<file path="config.mk">
export PLATFORM = sky130hd
export DESIGN_NAME = adder_arbiter
export DESIGN_NICKNAME = d
export VERILOG_FILES = /design/src/rtl/adder_arbiter.sv
export SDC_FILE = /design/constraint.sdc
export NUM_CORES = 1
export LEC_CHECK = 0
export CORE_ASPECT_RATIO = 0.8
export CORE_MARGIN = 5
export CORE_UTILIZATION = 25
export DETAILED_ROUTE_END_ITERATION = 16
export PLACE_DENSITY = 0.66
export SLEW_MARGIN = 20
export SYNTH_ARGS = -nofsm -noshare
export SYNTH_HDL_FRONTEND = slang
export SYNTH_SLANG_ARGS = --single-unit
</file>
<file path="constraint.sdc">
create_clock -name clk -period 3.3 [get_ports clk]
set_clock_uncertainty 0.1 [all_clocks]
set_input_delay 0.66 -clock clk [delete_from_list [all_inputs] [get_ports clk]]
set_output_delay 0.66 -clock clk [all_outputs]
set_load 0.02 [all_outputs]
</file>
<file path="src/rtl/adder_arbiter.sv">
// adder_arbiter: round-robin sharing of one external combinational adder
// among NUM_REQ requesters. One operation is in flight at a time; the
// winner's operands drive the adder for one cycle, the sum is captured and
// returned to that requester with a one-cycle strobe.
//
// state  | meaning
// -------+-----------------------------------------------------------
// S_IDLE | waiting for any req_valid; winner sees req_ready this cycle
// S_EXEC | operands held on add_a/add_b, adder output settles
// S_RESP | resp_valid[last_grant] high, resp_sum holds the captured sum
module adder_arbiter #(
    parameter int NUM_REQ = 4,
    parameter int WIDTH   = 4
) (
    input  logic                       clk,
    input  logic                       rst,
    input  logic [NUM_REQ-1:0]         req_valid,
    input  logic [NUM_REQ*WIDTH-1:0]   req_a,
    input  logic [NUM_REQ*WIDTH-1:0]   req_b,
    output logic [NUM_REQ-1:0]         req_ready,
    output logic [NUM_REQ-1:0]         resp_valid,
    output logic [WIDTH:0]             resp_sum,
    output logic [WIDTH-1:0]           add_a,
    output logic [WIDTH-1:0]           add_b,
    input  logic [WIDTH:0]             add_c,
    output logic                       busy
);

    localparam int IDX_W = (NUM_REQ > 1) ? $clog2(NUM_REQ) : 1;
    localparam logic [IDX_W-1:0] LAST_IDX = IDX_W'(NUM_REQ - 1);

    typedef enum logic [1:0] {
        S_IDLE = 2'd0,
        S_EXEC = 2'd1,
        S_RESP = 2'd2
    } state_t;

    state_t                 state_q, state_d;
    logic [IDX_W-1:0]       last_grant_q, last_grant_d;
    logic [WIDTH-1:0]       add_a_q, add_a_d;
    logic [WIDTH-1:0]       add_b_q, add_b_d;
    logic [WIDTH:0]         resp_sum_q, resp_sum_d;
    logic [NUM_REQ-1:0]     resp_valid_q, resp_valid_d;
    logic                   busy_q, busy_d;

    logic [WIDTH-1:0]       a_arr [NUM_REQ];
    logic [WIDTH-1:0]       b_arr [NUM_REQ];
    logic [IDX_W-1:0]       winner;
    logic                   win_found;
    int                     idx;

    // Unpack the flat operand buses into per-requester slots.
    always_comb begin
        for (int i = 0; i < NUM_REQ; i++) begin
            a_arr[i] = req_a[i*WIDTH +: WIDTH];
            b_arr[i] = req_b[i*WIDTH +: WIDTH];
        end
    end

    // Round-robin search, starting one above the previous grant and wrapping.
    always_comb begin
        winner    = last_grant_q;
        win_found = 1'b0;
        idx       = 0;
        for (int k = 1; k <= NUM_REQ; k++) begin
            idx = (int'(last_grant_q) + k) % NUM_REQ;
            if (!win_found && req_valid[IDX_W'(idx)]) begin
                winner    = IDX_W'(idx);
                win_found = 1'b1;
            end
        end
    end

    // Accept pulse only while idle; gated by rst so it reads 0 during reset.
    always_comb begin
        req_ready = '0;
        if (state_q == S_IDLE && win_found && !rst) begin
            req_ready[winner] = 1'b1;
        end
    end

    // Next-state and next-output computation for the sequencing FSM.
    always_comb begin
        state_d      = state_q;
        last_grant_d = last_grant_q;
        add_a_d      = add_a_q;
        add_b_d      = add_b_q;
        resp_sum_d   = resp_sum_q;
        resp_valid_d = '0;
        case (state_q)
            S_IDLE: begin
                if (win_found) begin
                    add_a_d      = a_arr[winner];
                    add_b_d      = b_arr[winner];
                    last_grant_d = winner;
                    state_d      = S_EXEC;
                end
            end
            S_EXEC: begin
                // Adder output is forwarded unchecked.
                resp_sum_d                 = add_c;
                resp_valid_d[last_grant_q] = 1'b1;
                state_d                    = S_RESP;
            end
            S_RESP: begin
                state_d = S_IDLE;
            end
            default: begin
                state_d = S_IDLE;
            end
        endcase
        busy_d = (state_d != S_IDLE);
    end

    // State and registered outputs; reset aborts any operation in flight.
    always_ff @(posedge clk or posedge rst) begin
        if (rst) begin
            state_q      <= S_IDLE;
            last_grant_q <= LAST_IDX;
            add_a_q      <= '0;
            add_b_q      <= '0;
            resp_sum_q   <= '0;
            resp_valid_q <= '0;
            busy_q       <= 1'b0;
        end else begin
            state_q      <= state_d;
            last_grant_q <= last_grant_d;
            add_a_q      <= add_a_d;
            add_b_q      <= add_b_d;
            resp_sum_q   <= resp_sum_d;
            resp_valid_q <= resp_valid_d;
            busy_q       <= busy_d;
        end
    end

    assign add_a      = add_a_q;
    assign add_b      = add_b_q;
    assign resp_sum   = resp_sum_q;
    assign resp_valid = resp_valid_q;
    assign busy       = busy_q;

endmodule

</file>
==> impl_metrics.ini, run 1 <==
[sta]
slew_headroom_pct = 44.2
worstMarginPinSlew_ps = 836
rsz0062_at_grt = yes
clock.fmax_mhz = 297
setup_slack_ps = -65.8
setup_viol = 3
post-route-min-period_ps = 3370
hold_viol = 0
fin_tns_setup_ps = -129
period_share_pct = 102
slew_viol_final = 0

[setup_path]
cp_max_fo = 5
cp-end-kind = primary output
endpoint = req_ready[3]
required_ps = 2540
critPathLaunch = req_valid[1]
criticalPathCategory = in2out
r2r-end = add_b[2]$_DFFE_PP0P_
worstSetupStartpointType = input port
rrSetupSlack_ps = 200
rr_startpoint = last_grant_q[0]$_DFFE_PP1P_
ff2ff_path_depth = 10
arrival_ps = 2610

[grt]
grt.overflow.total = 0
antenna_found_initial = 0
grt_pass1_vias = 1329
grt_max_degree = 23
grt_pass1_wl_mm = 6.69
grt_usage_pct = 11.7

[route]
wl_mm = 4.03
wl_met2_mm = 1.85
drtAntennaViolNets = 0
drt_first_pass_iters = 2
vias_per_cell = 4.72
avgRoutedWirePerCell_um = 15.4
drt_iter0_drc = 20
wl_met1_mm = 1.96
top_layer_used = met3
vias = 1237
drc = 0
met3_length_um = 219

[status]
violations = setup timing
status = complete, but fails checks

[synth]
yosys.cell_types.count = 38
synthesis.area_mm2 = 0.00137
synth.ff_latch_count = 22
syn_nets = 158
yosysSeqAreaShare_pct = 40.4
synth-warning-count = 0
synthCells = 111
synth_area_per_cell_um2 = 12.3

[floorplan]
die_w_um = 92.8
die_h_um = 76.2
io_pins = 65
initial_utilization_pct = 25.5
dieArea_mm2 = 0.00707
core_area_mm2 = 0.00538
rows = 24

[cts]
cts_root_buf = clkbuf_8
cts_hold_buf = 0
cts.sinks = 22
cts_tree = yes
path_clk_slew_ps = 80
clk_latency_ps = 260
numCtsBuffers = 3
cts_buffer_depth = 2
htreeDepth = 1

[hold_path]
hp-start = resp_sum[2]$_DFFE_PP0P_
min-delay-path-class = reg2reg

[final_layout]
diodes = 0
layout_common_cells = clkdlybuf4s50_1 (57), buf_4 (26), dfrtp_1 (20), and3_1 (9)
fin_cells = 262
postLayoutCoreUtil_pct = 43.8
nNetsFinal = 245
area_growth_pct = 71.8
layout_commonest_cell = clkdlybuf4s50_1
drive_gt1_share_pct = 35.5

[run]
cap_viol_max_count = 0

[pwr]
powerDensity_mw_per_mm2 = 1110
vdd_drop_max_mv = 0.387
p_total_w = 0.00261
p_leak_nw = 1.00

[placement]
dp_hpwl_mm = 3.10
place.gp.congestion = 0.796
io_buffers = 64
placed_cells = 254
## metrics by stage
step / hold slack (ps) / setup WS (ps) / instance area (um^2)
floorplan: 502 / -143 / 1440
global placement: 389 / -607 / 2250
detailed placement: 395 / -621 / 2250
CTS: 416 / -97.3 / 2330
global route: 431 / -152 / 2350
finish: 411 / -65.8 / 2350
## how the worst min path moves through the flow
stage                                          to  slack (ps)  cells past startpoint
after floorplan           resp_sum[3]$_DFFE_PP0P_         500                      2
after global placement    resp_sum[0]$_DFFE_PP0P_         390                      1
after detailed placement  resp_sum[2]$_DFFE_PP0P_         390                      1
after CTS                 resp_sum[2]$_DFFE_PP0P_         420                      1
after global routing      resp_sum[2]$_DFFE_PP0P_         430                      1
final                     resp_sum[2]$_DFFE_PP0P_         410                      1
## cell usage after synthesis
library cell   n  area, um^2
and3_1         9        56.3
mux4_2         3        67.6
nor2_1         2        7.51
or3_1          2        12.5
o211ai_1       1        7.51
nand2_2        1        6.26
or2_2          1        6.26
nand3b_1       1        7.51
ha_1           4        50.1
o22a_1         1        8.76
buf_6          1        11.3
a2bb2oi_1      1        8.76
clkbuf_1       2        7.51
nor4_1         2        12.5
o21ai_2        1        8.76
nand2_4        1        11.3
nor2b_4        1        13.8
mux2i_1        2        20.0
mux2_1         5        56.3
o221a_2        8        90.1
o22ai_1        1        6.26
o21ba_1        1        10.0
mux2_4         3        45.0
a211o_1        8        70.1
o21ai_0        3        15.0
nor2b_1        1        6.26
mux2_2         6        67.6
and2_1         4        25.0
xnor2_1        1        8.76
buf_12         1        20.0
dfrtp_1       20         500
a21o_1         1        7.51
nor4b_1        2        17.5
dfstp_2        2        52.6
and4_1         1        8.76
inv_1          4        15.0
or3b_2         1        8.76
buf_4          2        15.0
## kinds of logic (layout without fill, tap and decap cells)
logic type,after synthesis,count (layout),share of synthesized area [%]
xor gates and xnor gates,1,1,0.639
and+or+nand+nor,29,29,14.6
muxes,19,19,18.7
AOI/OAI and AO/OA,26,26,17.0
adders and majority gates,4,4,3.65
DFF,22,22,40.4
buffers and inverters,10,96,5.02
## power by group
part / switching, W / total, W / internal [W]
combinational: 0.000864 / 0.00189 / 0.00102
sequential: 0.0000625 / 0.000475 / 0.000412
clock: 0.0000888 / 0.000251 / 0.000162
## final cells by class
class	instances	area, um^2
clock buffer	3	41.3
clock inverter	1	30.0
fill	523	3020
timing repair buffer	88	808
inverter	4	17.5
tap	65	81.3
sequential	22	553
multi-input combinational	79	822
## critical path, cell delays in order
cell	delay, ps
clkdlybuf4s50_1	470
buf_4	160
or3b_2	420
a21o_1	190
a2bb2oi_1	180
o21ai_4	120
nor4b_4	220
buf_4	170
## metal layers
| layer | up-vias | track usage, % |
|---|---|---|
| li1 | 597 | - |
| met2 | 35 | 18.9 |
| met1 | 605 | 15.7 |
| met5 | - | 0 |
| met3 | 0 | 3.26 |
| met4 | 0 | 2.20 |
## sequential cells by signal, indices dropped and copies added (netlist names)
signal,cells
last_grant_q,2
resp_sum,5
resp_valid,4
add_a,4
busy,1
add_b,4
state_q,2
## timing repair
item                                    CTS  global route
endpoints found under the hold margin     0             0
endpoints found under the setup margin    4             4
setup buffers                             1             3
pin swaps                                 4             2
resized for setup                        29             0
Power figures use the tool's default switching activity.
==> run 2, diff against run 1 <==
--- a/config.mk
+++ b/config.mk
@@ -9,6 +9,7 @@
 export CORE_MARGIN = 5
 export CORE_UTILIZATION = 25
 export DETAILED_ROUTE_END_ITERATION = 16
+export GPL_TIMING_DRIVEN = 0
 export PLACE_DENSITY = 0.66
 export SLEW_MARGIN = 20
 export SYNTH_ARGS = -nofsm -noshare
==> impl_metrics.ini, run 2 (synthesis gave the netlist of run 1 again) <==
[sta]
post-route-min-period_ps = 3540
clock.fmax_mhz = 283
setup_viol = 4
rsz0062_at_grt = yes
slew_headroom_pct = 39.2
worstMarginPinSlew_ps = 911
slew_viol_final = 0
setup_slack_ps = -239
whs_ps = 414
period_share_pct = 107
hold_viol = 0
fin_tns_setup_ps = -817

[cts]
numCtsBuffers = 3
cts_buffer_depth = 2
cts_root_buf = clkbuf_8
cts_tree = yes
cts_hold_buf = 0
clk_latency_ps = 270
cts.sinks = 22
htreeDepth = 1
path_clk_slew_ps = 90

[grt]
grt_max_degree = 24
grt.overflow.total = 0
antenna_found_initial = 0
grt_usage_pct = 11.9
grt_pass1_wl_mm = 6.62
grt_pass1_vias = 1327

[floorplan]
io_pins = 65
rows = 24
initial_utilization_pct = 25.5
core_area_mm2 = 0.00538
die_w_um = 92.8
die_h_um = 76.2
dieArea_mm2 = 0.00707

[route]
drt_iter0_drc = 20
avgRoutedWirePerCell_um = 16.0
wl_mm = 4.07
drtAntennaViolNets = 0
drc = 0
vias_per_cell = 4.83
drt_first_pass_iters = 4
vias = 1231

[final_layout]
area_growth_pct = 72.1
diodes = 0
layout_commonest_cell = clkdlybuf4s50_1
drive_gt1_share_pct = 34.7
nNetsFinal = 238
layout_common_cells = clkdlybuf4s50_1 (60), dfrtp_1 (20), buf_4 (15), and3_1 (9)
largest_reg_flops = 5

[hold_path]
whs_endpoint = resp_sum[3]$_DFFE_PP0P_
min_path_cells = 1
min-delay-path-class = reg2reg
hp-start = resp_sum[3]$_DFFE_PP0P_

[setup_path]
criticalPathCategory = reg2out
arrival_ps = 2780
required_ps = 2540
cp-end-kind = primary output
rrSetupSlack_ps = 70
ff2ff_path_depth = 13
cp_max_fo = 5
r2r-end = add_b[0]$_DFFE_PP0P_
rr_startpoint = last_grant_q[0]$_DFFE_PP1P_
worstSetupStartpointType = flip-flop

[placement]
place.gp.congestion = 0.788
dp_hpwl_mm = 3.03
io_buffers = 64
place_ws_ps = -865

[pwr]
powerDensity_mw_per_mm2 = 1150
vdd_drop_max_mv = 0.378
p_leak_nw = 0.989

[status]
status = complete, but fails checks
violations = setup timing

[run]
cap_viol_max_count = 0
-- run 2: metrics by stage --
stage / cells / cell area, um^2 / total power, W / util (%)
final: 255 / 2360 / 0.00271 / 43.9
after global routing: 255 / 2360 / 0.00291 / 43.9
after CTS: 254 / 2320 / 0.00266 / 43.2
after detailed placement: 240 / 2160 / 0.00220 / 40.1
after global placement: 240 / 2160 / 0.00218 / 40.1
after floorplan: 111 / 1440 / 0.00169 / -
-- run 2: power by group --
part	switching [W]	internal [W]	total (W)
Sequential	0.0000616	0.000412	0.000474
Clock	0.0000973	0.000162	0.000260
Combinational	0.000898	0.00108	0.00198
Total	0.00106	0.00166	0.00271
-- run 2: timing repair --
action / 4_1_cts / 5_1_grt
buffers inserted: 10 / 2
endpoints found under the setup margin: 4 / 4
gates resized for setup: 28 / 8
pin swaps: 3 / 1
-- run 2: critical path, cell delays in order (launching register included) --
cell and delay (ps):
dfstp_2 550, buf_8 100, inv_4 30, ha_4 260, mux4_2 510, nor2b_4 160, or3_1 320, buf_6 140
nand2_8 70, nor4b_4 190, buf_4 180
-- run 2: worst max path at each step --
stage               slack [ps]            to                   startpoint
floorplan                 -140  req_ready[0]  last_grant_q[0]$_DFFE_PP1P_
global placement          -850  req_ready[0]                 req_valid[0]
detailed placement        -860  req_ready[2]                 req_valid[0]
CTS                       -340  req_ready[0]  last_grant_q[0]$_DFFE_PP1P_
global route              -330  req_ready[0]  last_grant_q[0]$_DFFE_PP1P_
finish                    -240  req_ready[0]  last_grant_q[0]$_DFFE_PP1P_
-- run 2: final cells by class --
type                            instances  area, um^2
Multi-Input combinational cell         79         855
Clock buffer                            3        41.3
Timing Repair Buffer                   76         724
Buffer                                  5        55.1
Clock inverter                          1        30.0
Inverter                                4        17.5
Sequential cell                        22         553
Fill cell                             521        3020
Tap cell                               65        81.3
-- run 2: per-layer routing --
layer	track usage (%)	vias to the layer above	share of wire [%]
met5	0	-	0
met3	3.65	5	7.6
met2	19.7	45	48
li1	-	591	-
met1	14.6	590	43
met4	3.95	0	0.52
==> run 3, diff against run 2 <==
--- a/config.mk
+++ b/config.mk
@@ -8,6 +8,7 @@
 export CORE_ASPECT_RATIO = 0.8
 export CORE_MARGIN = 5
 export CORE_UTILIZATION = 25
+export CTS_CLUSTER_SIZE = 20
 export DETAILED_ROUTE_END_ITERATION = 16
 export GPL_TIMING_DRIVEN = 0
 export PLACE_DENSITY = 0.66
==> results of run 3 <==
Final layout, timing and power as in run 2 (identical DEF).
